File: src/rtl/perceptron_accum_ctrl.sv
// Perceptron pre-activation accumulator: bias plus NUM_TERMS streamed terms,
// summed in sign-magnitude with saturation, handed to the activation stage
// over a valid/ready handshake. The sign-magnitude adder lives in this file.

module fixed_point_adder #(
  parameter int SIGN = 1,
  parameter int Q_M  = 16,
  parameter int Q_N  = 15
) (
  input  logic [SIGN+Q_M+Q_N-1:0] i_a,
  input  logic [SIGN+Q_M+Q_N-1:0] i_b,
  output logic [SIGN+Q_M+Q_N-1:0] o_sum
);
  localparam int MW = Q_M + Q_N;

  logic          w_sa;
  logic          w_sb;
  logic [MW-1:0] w_ma;
  logic [MW-1:0] w_mb;
  logic [MW-1:0] w_mag;
  logic          w_sign;

  assign w_sa = i_a[MW];
  assign w_sb = i_b[MW];
  assign w_ma = i_a[MW-1:0];
  assign w_mb = i_b[MW-1:0];

  // Sign-magnitude add: like signs add magnitudes (carry dropped), unlike
  // signs subtract the smaller magnitude from the larger. Zero is always +0.
  always_comb begin
    // NOTE: every always_comb output gets a default first so no path can
    // leave it unassigned and infer a latch.
    w_mag  = '0;
    w_sign = 1'b0;
    if (w_sa == w_sb) begin
      w_mag  = w_ma + w_mb;
      w_sign = w_sa;
    end else if (w_ma >= w_mb) begin
      w_mag  = w_ma - w_mb;
      w_sign = w_sa;
    end else begin
      w_mag  = w_mb - w_ma;
      w_sign = w_sb;
    end
    if (w_mag == '0) w_sign = 1'b0;
  end

  assign o_sum = {w_sign, w_mag};
endmodule

module perceptron_accum_ctrl #(
  parameter int SIGN      = 1,
  parameter int Q_M       = 16,
  parameter int Q_N       = 15,
  parameter int NUM_TERMS = 8
) (
  input  logic                    clk,
  input  logic                    reset,
  input  logic                    start,
  input  logic [SIGN+Q_M+Q_N-1:0] bias_in,
  input  logic                    term_valid,
  input  logic [SIGN+Q_M+Q_N-1:0] term_data,
  output logic                    term_ready,
  output logic                    sum_valid,
  output logic [SIGN+Q_M+Q_N-1:0] sum_data,
  input  logic                    sum_ready,
  output logic                    busy,
  output logic                    overflow
);
  localparam int W  = SIGN + Q_M + Q_N;
  localparam int MW = Q_M + Q_N;
  localparam int CW = $clog2(NUM_TERMS + 1);
  localparam logic [CW-1:0] LAST = CW'(NUM_TERMS - 1);

  typedef enum logic [1:0] {S_IDLE, S_ACCUM, S_DONE} state_t;

  state_t        r_state;
  state_t        w_next;
  logic [W-1:0]  r_acc;
  logic [CW-1:0] r_count;
  logic          r_overflow;

  logic [W-1:0]  w_add_sum;
  logic          w_carry_lost;
  logic [W-1:0]  w_sat_sum;
  logic          w_term_hs;
  logic          w_start_hs;

  fixed_point_adder #(.SIGN(SIGN), .Q_M(Q_M), .Q_N(Q_N)) u_adder (
    .i_a   (r_acc),
    .i_b   (term_data),
    .o_sum (w_add_sum)
  );

  // With like signs the adder drops the carry; a magnitude that shrank means
  // the true sum exceeded full scale, so clamp to the largest magnitude.
  assign w_carry_lost = (r_acc[W-1] == term_data[W-1]) &&
                        (w_add_sum[MW-1:0] < r_acc[MW-1:0]);
  assign w_sat_sum    = w_carry_lost ? {r_acc[W-1], {MW{1'b1}}} : w_add_sum;

  assign w_start_hs = (r_state == S_IDLE) && start;
  assign w_term_hs  = (r_state == S_ACCUM) && term_valid;

  // State register.
  always_ff @(posedge clk) begin
    // NOTE: sequential state uses non-blocking assignments so every register
    // samples pre-edge values regardless of block ordering.
    if (reset) r_state <= S_IDLE;
    else       r_state <= w_next;
  end

  // Next-state and handshake outputs, decoded from the current state.
  always_comb begin
    w_next     = r_state;
    term_ready = 1'b0;
    sum_valid  = 1'b0;
    busy       = 1'b0;
    case (r_state)
      S_IDLE: begin
        if (start) w_next = S_ACCUM;
      end
      S_ACCUM: begin
        term_ready = 1'b1;
        busy       = 1'b1;
        if (term_valid && (r_count == LAST)) w_next = S_DONE;
      end
      S_DONE: begin
        sum_valid = 1'b1;
        busy      = 1'b1;
        if (sum_ready) w_next = S_IDLE;
      end
      default: w_next = S_IDLE;
    endcase
  end

  // Accumulator, term counter and sticky overflow flag.
  always_ff @(posedge clk) begin
    if (reset) begin
      r_acc      <= '0;
      r_count    <= '0;
      r_overflow <= 1'b0;
    end else if (w_start_hs) begin
      // A -0 bias is folded to +0 so the accumulator never holds -0.
      r_acc      <= (bias_in[MW-1:0] == '0) ? '0 : bias_in;
      r_count    <= '0;
      r_overflow <= 1'b0;
    end else if (w_term_hs) begin
      r_acc   <= w_sat_sum;
      r_count <= r_count + CW'(1);
      if (w_carry_lost) r_overflow <= 1'b1;
    end
  end

  assign sum_data = r_acc;
  assign overflow = r_overflow;
endmodule

File: config.mk
export PLATFORM = sky130hd
export DESIGN_NAME = perceptron_accum_ctrl
export DESIGN_NICKNAME = d
export VERILOG_FILES = /design/src/rtl/perceptron_accum_ctrl.sv
export SDC_FILE = /design/constraint.sdc
export NUM_CORES = 1
export LEC_CHECK = 0
export CAP_MARGIN = 15
export CELL_PAD_IN_SITES_DETAIL_PLACEMENT = 1
export CELL_PAD_IN_SITES_GLOBAL_PLACEMENT = 1
export CORE_MARGIN = 8
export CORE_UTILIZATION = 41
export DETAILED_ROUTE_END_ITERATION = 8
export GPL_TIMING_DRIVEN = 0
export PLACE_DENSITY_LB_ADDON = 0.1
export SYNTH_ARGS = -nofsm -noshare
export SYNTH_HDL_FRONTEND = slang
export SYNTH_HIERARCHICAL = 1
export SYNTH_SLANG_ARGS = --single-unit
File: constraint.sdc
create_clock -name clk -period 6.75 [get_ports clk]
set_input_delay 0.675 -clock clk [delete_from_list [all_inputs] [get_ports clk]]
set_output_delay 0.675 -clock clk [all_outputs]
set_load 0.1 [all_outputs]
After elaboration in Yosys (flattened, before gate mapping). Cells that the tools add are included.

Bits in registers: 39. Latch bits: 0. Memory bits (writable): 0. ROM bits: 0. Output and inout bits: 36. Word-level logic and storage cells: 50. Memories: 0.

Add/sub/neg operators: 4. $mul: 0. Divide/modulo/power cells: 0. Magnitude comparators: 2. Equality and inequality tests: 10. Shifts and indexed selects: 0. Mux-type cells: 16. Bitwise gates (word level): 0. Reduce and logical (&&, ||, !) cells: 13.

Operator list (number): $mux W32 (4); $logic_not A31 Y1 (2); $mux W31 (2); $sub A31 B31 Y31 (2); $add A31 B31 Y31 (1); $ge A31 B31 Y1 (1); $lt A31 B31 Y1 (1); $mux W1 (6); $mux W2 (3); $pmux W2 S3 (1); $add A4 B1 Y4 const B (1); $eq A4 B3 Y1 const B (1); $logic_and A1 B1 Y1 (4); $ne A2 B1 Y1 const B (2); $ne A2 B2 Y1 const B (2); $reduce_and A4 Y1 (1); $reduce_or A2 Y1 (2); $ne A3 B2 Y1 const B (1); $ne A3 B3 Y1 const B (1); $reduce_and A3 Y1 (1); $eq A2 B1 Y1 const B (1); $eq A2 B2 Y1 const B (1); $logic_not A2 Y1 (1); $reduce_and A2 Y1 (1); 2 further kinds (2).

Logic depth before layout (Yosys ltp).
Depth after elaboration: 8. Depth in mapped cells: 23.

Cells and area by module. The synthesis kept the hierarchy.

Modules (own cells, without submodules): fixed_point_adder (times used 1, cells each 816, area each 5322.6 µm², sequential area each 0.0 µm²); perceptron_accum_ctrl (times used 1, cells each 369, area each 2768.9 µm², sequential area each 780.7 µm²).

Worst setup path before layout. OpenSTA, ideal clock, no wires.

Kind: register -> register. Start point: reg r_acc[15], in the netlist sum_data[15]. End point: reg r_acc[10], in the netlist sum_data[10]. Library setup time: 0.069 ns. Arrival: 5.375 ns. Data required time: 6.681 ns. Path slack: 1.306 ns. Cell stages (with the launch flop): 21. Cells stage by stage: dfxtp_1 inv_1 ha_1 buf_6 or4_4 or4_4 nor2_1 o211ai_1 a2111oi_2 o31ai_1 a21oi_2 mux2i_1 nor4b_1 ha_1 a21oi_1 a21boi_0 a2111o_1 a211oi_2 o21ai_2 buf_6 a21oi_2.

Word-level cells in the longest chain between the ends: 8. Elaborated cells on any way between the ends: 11. Those cells by class: add/sub: 3; order compare: 2; mux: 5; reduce/logical: 1.

RTL lines: start: declaration (line 79) `logic [W-1:0] r_acc;`; start signal: assignment (line 144) `r_acc <= (bias_in[MW-1:0] == '0) ? '0 : bias_in;`; start signal: assignment (line 148) `r_acc <= w_sat_sum;`; $sub A31 B31 Y31, or another cell as far along (line 42) `w_mag = w_mb - w_ma;`; $mux W31 (line 38) `end else if (w_ma >= w_mb) begin`; $mux W31 * (line 35) `if (w_sa == w_sb) begin`; via w_add_sum[29] (line 83) `logic [W-1:0] w_add_sum;`; $lt A31 B31 Y1 * (line 98) `(w_add_sum[MW-1:0] < r_acc[MW-1:0]);`; $logic_and A1 B1 Y1 * (line 97) `assign w_carry_lost = (r_acc[W-1] == term_data[W-1]) &&`; $mux W32 * (line 99) `assign w_sat_sum = w_carry_lost ? {r_acc[W-1], {MW{1'b1}}} : w_add_sum;`; $mux W32 * (line 147) `end else if (w_term_hs) begin`; $mux W32 * (line 142) `end else if (w_start_hs) begin`.

The timed path passes the listed nets; every way through them passes the cells marked *. The select of a mux whose other input is x is not followed. A chain may end at the register's enable or synchronous reset.

Worst setup path in the final report.
Start point: in term_data[1]. End point: reg r_acc[10], in the netlist sum_data[10].

Word-level cells in the longest chain between the ends: 8. Elaborated cells on any way between the ends: 11. Those cells by class: add/sub: 3; order compare: 2; mux: 5; reduce/logical: 1.

RTL lines: start: declaration (line 62) `input logic [SIGN+Q_M+Q_N-1:0] term_data,`; $sub A31 B31 Y31, or another cell as far along (line 42); $mux W31 (line 38); $mux W31 * (line 35); via w_add_sum[24] (line 83); $lt A31 B31 Y1 * (line 98); $logic_and A1 B1 Y1 * (line 97); $mux W32 * (line 99); $mux W32 * (line 147); $mux W32 * (line 142).

Marks and branches as above.

==> reports/results.ini <==
[outcome]
status = complete, no violations

[global_routing]
grt_pass1_wl_um = 54900
grt_pass1_vias = 9903
gr-total-overflow = 0
grt_antenna_before_repair = 1
grt_usage_pct = 28.4
grt_max_degree = 15

[synthesis]
synth_seq_area_share_pct = 9.65
synth_cell_types = 83
synth_edf_count = 0
syn_nets = 1389
synth_area_um2 = 8090
synth-async-reset-ratio_pct = 0
syn-instance-count = 1185
ys.flop_type = dfxtp_1
synth_seq_cells = 39
ys_warn_count = 6
avgSynthCellArea_um2 = 6.83

[worst_hold_path]
worst_hold_path_type = reg -> reg

[setup_path]
cp.required_ps = 6940
critPathArrivalTime_ps = 6730
cp_max_fo = 10
worstSetupPathType = in -> reg
critPathLaunchType = input pin
cp-end-kind = flip-flop

[sta]
max_freq_ghz = 0.153
setup_viol = 0
final-max-slew-violation-count = 0
max_slew_margin_pct = 33.8
timing.hold.ws_ps = 494
post-route-min-period_ps = 6550
clock_skew_ps = 15.9
rsz0062_at_grt = no
worst_slack_ps = 205
min_period_over_period_pct = 97.0
tightest_slew_ps = 989
hold_viol_final = 0

[cells_and_area]
layout-drive-gt1-share_pct = 6.71
num_antenna_cells = 0
final_common_cell = nor2_1
mostFrequentLayoutCells = nor2_1 (162), ha_1 (132), inv_1 (130)
layout.nets = 1500
area_growth_pct = 19.1

[drt]
wl_um = 35200
routedWlPerCell_um = 22.5
drc = 0
vias = 9525
drt-pass1-iter-count = 5
drtAntennaViolNets = 0
drtIter0Drc = 676
vias_per_cell = 6.10

[clock_network]
clock-sinks = 39
root_buffer = clkbuf_16
clkSlewWorstSetupHoldPaths_ps = 80
h-tree-depth = 2
clock_latency_ps = 310
cts_max_path_buffers = 2
cts_buffers = 5
post-cts-setup-buffers = 0
cts_tree = yes

[floorplan]
ioPinCount = 105
chipHeight_um = 156
core_um2 = 19400
fp.dieArea_um2 = 24500
dieWidth_um = 156
rows = 51
initial_core_util_pct = 41.7

[placed_design]
place_hpwl_um = 29100
io_buffers = 103
pre_cts_ws_ps = -398
gp_congestion = 0.944

[pwr]
powerDensity_nw_per_um2 = 541
leakage_nw = 3.98
ir_drop_v = 0.000368

[job]
cap_violations = 0

path summary, 6_finish.rpt:
| check | to | slack [ps] | from | cells past startpoint |
|---|---|---|---|---|
| worst min register to register | overflow | 490 | overflow | 2 |
| worst max-delay path | sum_data[10] | 200 | term_data[1] | 20 |
| worst min-delay path | overflow | 490 | overflow | 2 |
| worst max register to register | sum_data[10] | 410 | sum_data[14] | 19 |
worst max-delay path, cell delays in order:
cell             delay (ps)
clkdlybuf4s50_1         650
inv_1                   130
ha_1                    210
a21oi_1                 280
a211oi_1                180
o21a_1                  260
o21ai_2                 390
nand2_1                 370
buf_6                   260
buf_2                   200
o41ai_1                 440
a31oi_1                 220
xnor2_2                 250
ha_1                    340
nand4_1                 200
nor4_2                  520
nand3_1                 370
o21ai_2                 430
buf_6                   250
a21oi_2                  70
report_power, final:
| part | switching [mW] | leakage (nW) | internal (mW) |
|---|---|---|---|
| combinational | 3.06 | 3.59 | 1.42 |
| sequential | 0.160 | 0.323 | 0.308 |
| clock | 0.124 | 0.0700 | 0.139 |
through the flow:
step / cell area [um2] / std cells / power (mW) / utilization [%] / TNS, ps
2_1_floorplan: 8090 / 1185 / 3.53 / - / 0
3_3_place_gp: 9450 / 1553 / 4.75 / 48.7 / -8740
3_5_place_dp: 9460 / 1554 / 4.84 / 48.8 / -11860
4_1_cts: 9610 / 1562 / 5.13 / 49.5 / 0
5_1_grt: 9640 / 1562 / 5.57 / 49.7 / 0
6_report: 9640 / 1562 / 5.21 / 49.7 / 0
flip-flops by register name (all words and copies together) (netlist names):
name and flops:
sum_data 32, overflow 1, r_count 4, r_state 2
synthesized netlist by cell type (4+ instances only):
cell type / number / area share [%]
nand2_1: 67 / 3.1
ha_1: 132 / 20
buf_2: 12 / 0.74
o21bai_1: 5 / 0.46
nor3_1: 21 / 1.3
o31a_1: 7 / 0.76
or3_1: 5 / 0.39
and2_1: 4 / 0.31
clkbuf_1: 41 / 1.9
o21ai_1: 20 / 1.2
dfxtp_1: 39 / 9.6
o21ai_0: 69 / 4.3
o21a_1: 12 / 1.1
a21boi_0: 5 / 0.46
a21o_1: 17 / 1.6
nor2b_1: 11 / 0.85
xor2_1: 8 / 0.87
a31oi_1: 21 / 1.6
and3_1: 4 / 0.31
buf_6: 5 / 0.70
o31ai_1: 13 / 1.2
a211o_1: 6 / 0.65
nor4_1: 24 / 1.9
xnor2_1: 20 / 2.2
nand4_1: 23 / 1.8
or2_2: 5 / 0.39
nand2b_1: 11 / 0.85
a2111oi_0: 6 / 0.65
a21oi_1: 104 / 6.4
nor2_1: 162 / 7.5
nand3_1: 19 / 1.2
o211ai_1: 17 / 1.6
inv_1: 130 / 6.0
a211oi_1: 16 / 1.5
o22ai_1: 5 / 0.39
a21oi_2: 32 / 3.5
timing repair:
item | in CTS | in global routing
hold buffers | 0 | 0
endpoints found under the setup margin | 30 | 33
resized for setup | 1 | 13
logic make-up (layout without fill, tap and decap cells):
group           count (synthesis)  in the layout  share of synthesized area (%)
xor+xnor                       28             28                           3.03
compound gates                409            409                           33.7
flops                          39             39                           9.65
buf+inv                       194            306                           9.79
fa+ha+maj                     135            135                           21.2
mux                             6              6                          0.789
simple gates                  374            374                           21.8
layer usage:
metal,track usage [%],vias to the layer above,share of wire (%),wire [um]
met3,4.66,84,6.7,2360
met1,37.0,4610,44,15600
met5,0,-,0.037,13
met2,46.0,349,45,15900
li1,-,4480,-,-
met4,10.8,2,3.4,1210
final cells by class:
| type | count | area, um2 |
|---|---|---|
| fillers | 2611 | 9760 |
| multi-input cells | 952 | 6540 |
| repair buffers | 104 | 1030 |
| flip-flops and latches | 39 | 781 |
| inverters | 131 | 492 |
| well taps | 265 | 332 |
| plain buffers | 63 | 307 |
| clock buffers | 5 | 125 |
| clock inverters | 3 | 25.0 |
Power figures use the tool's default switching activity.
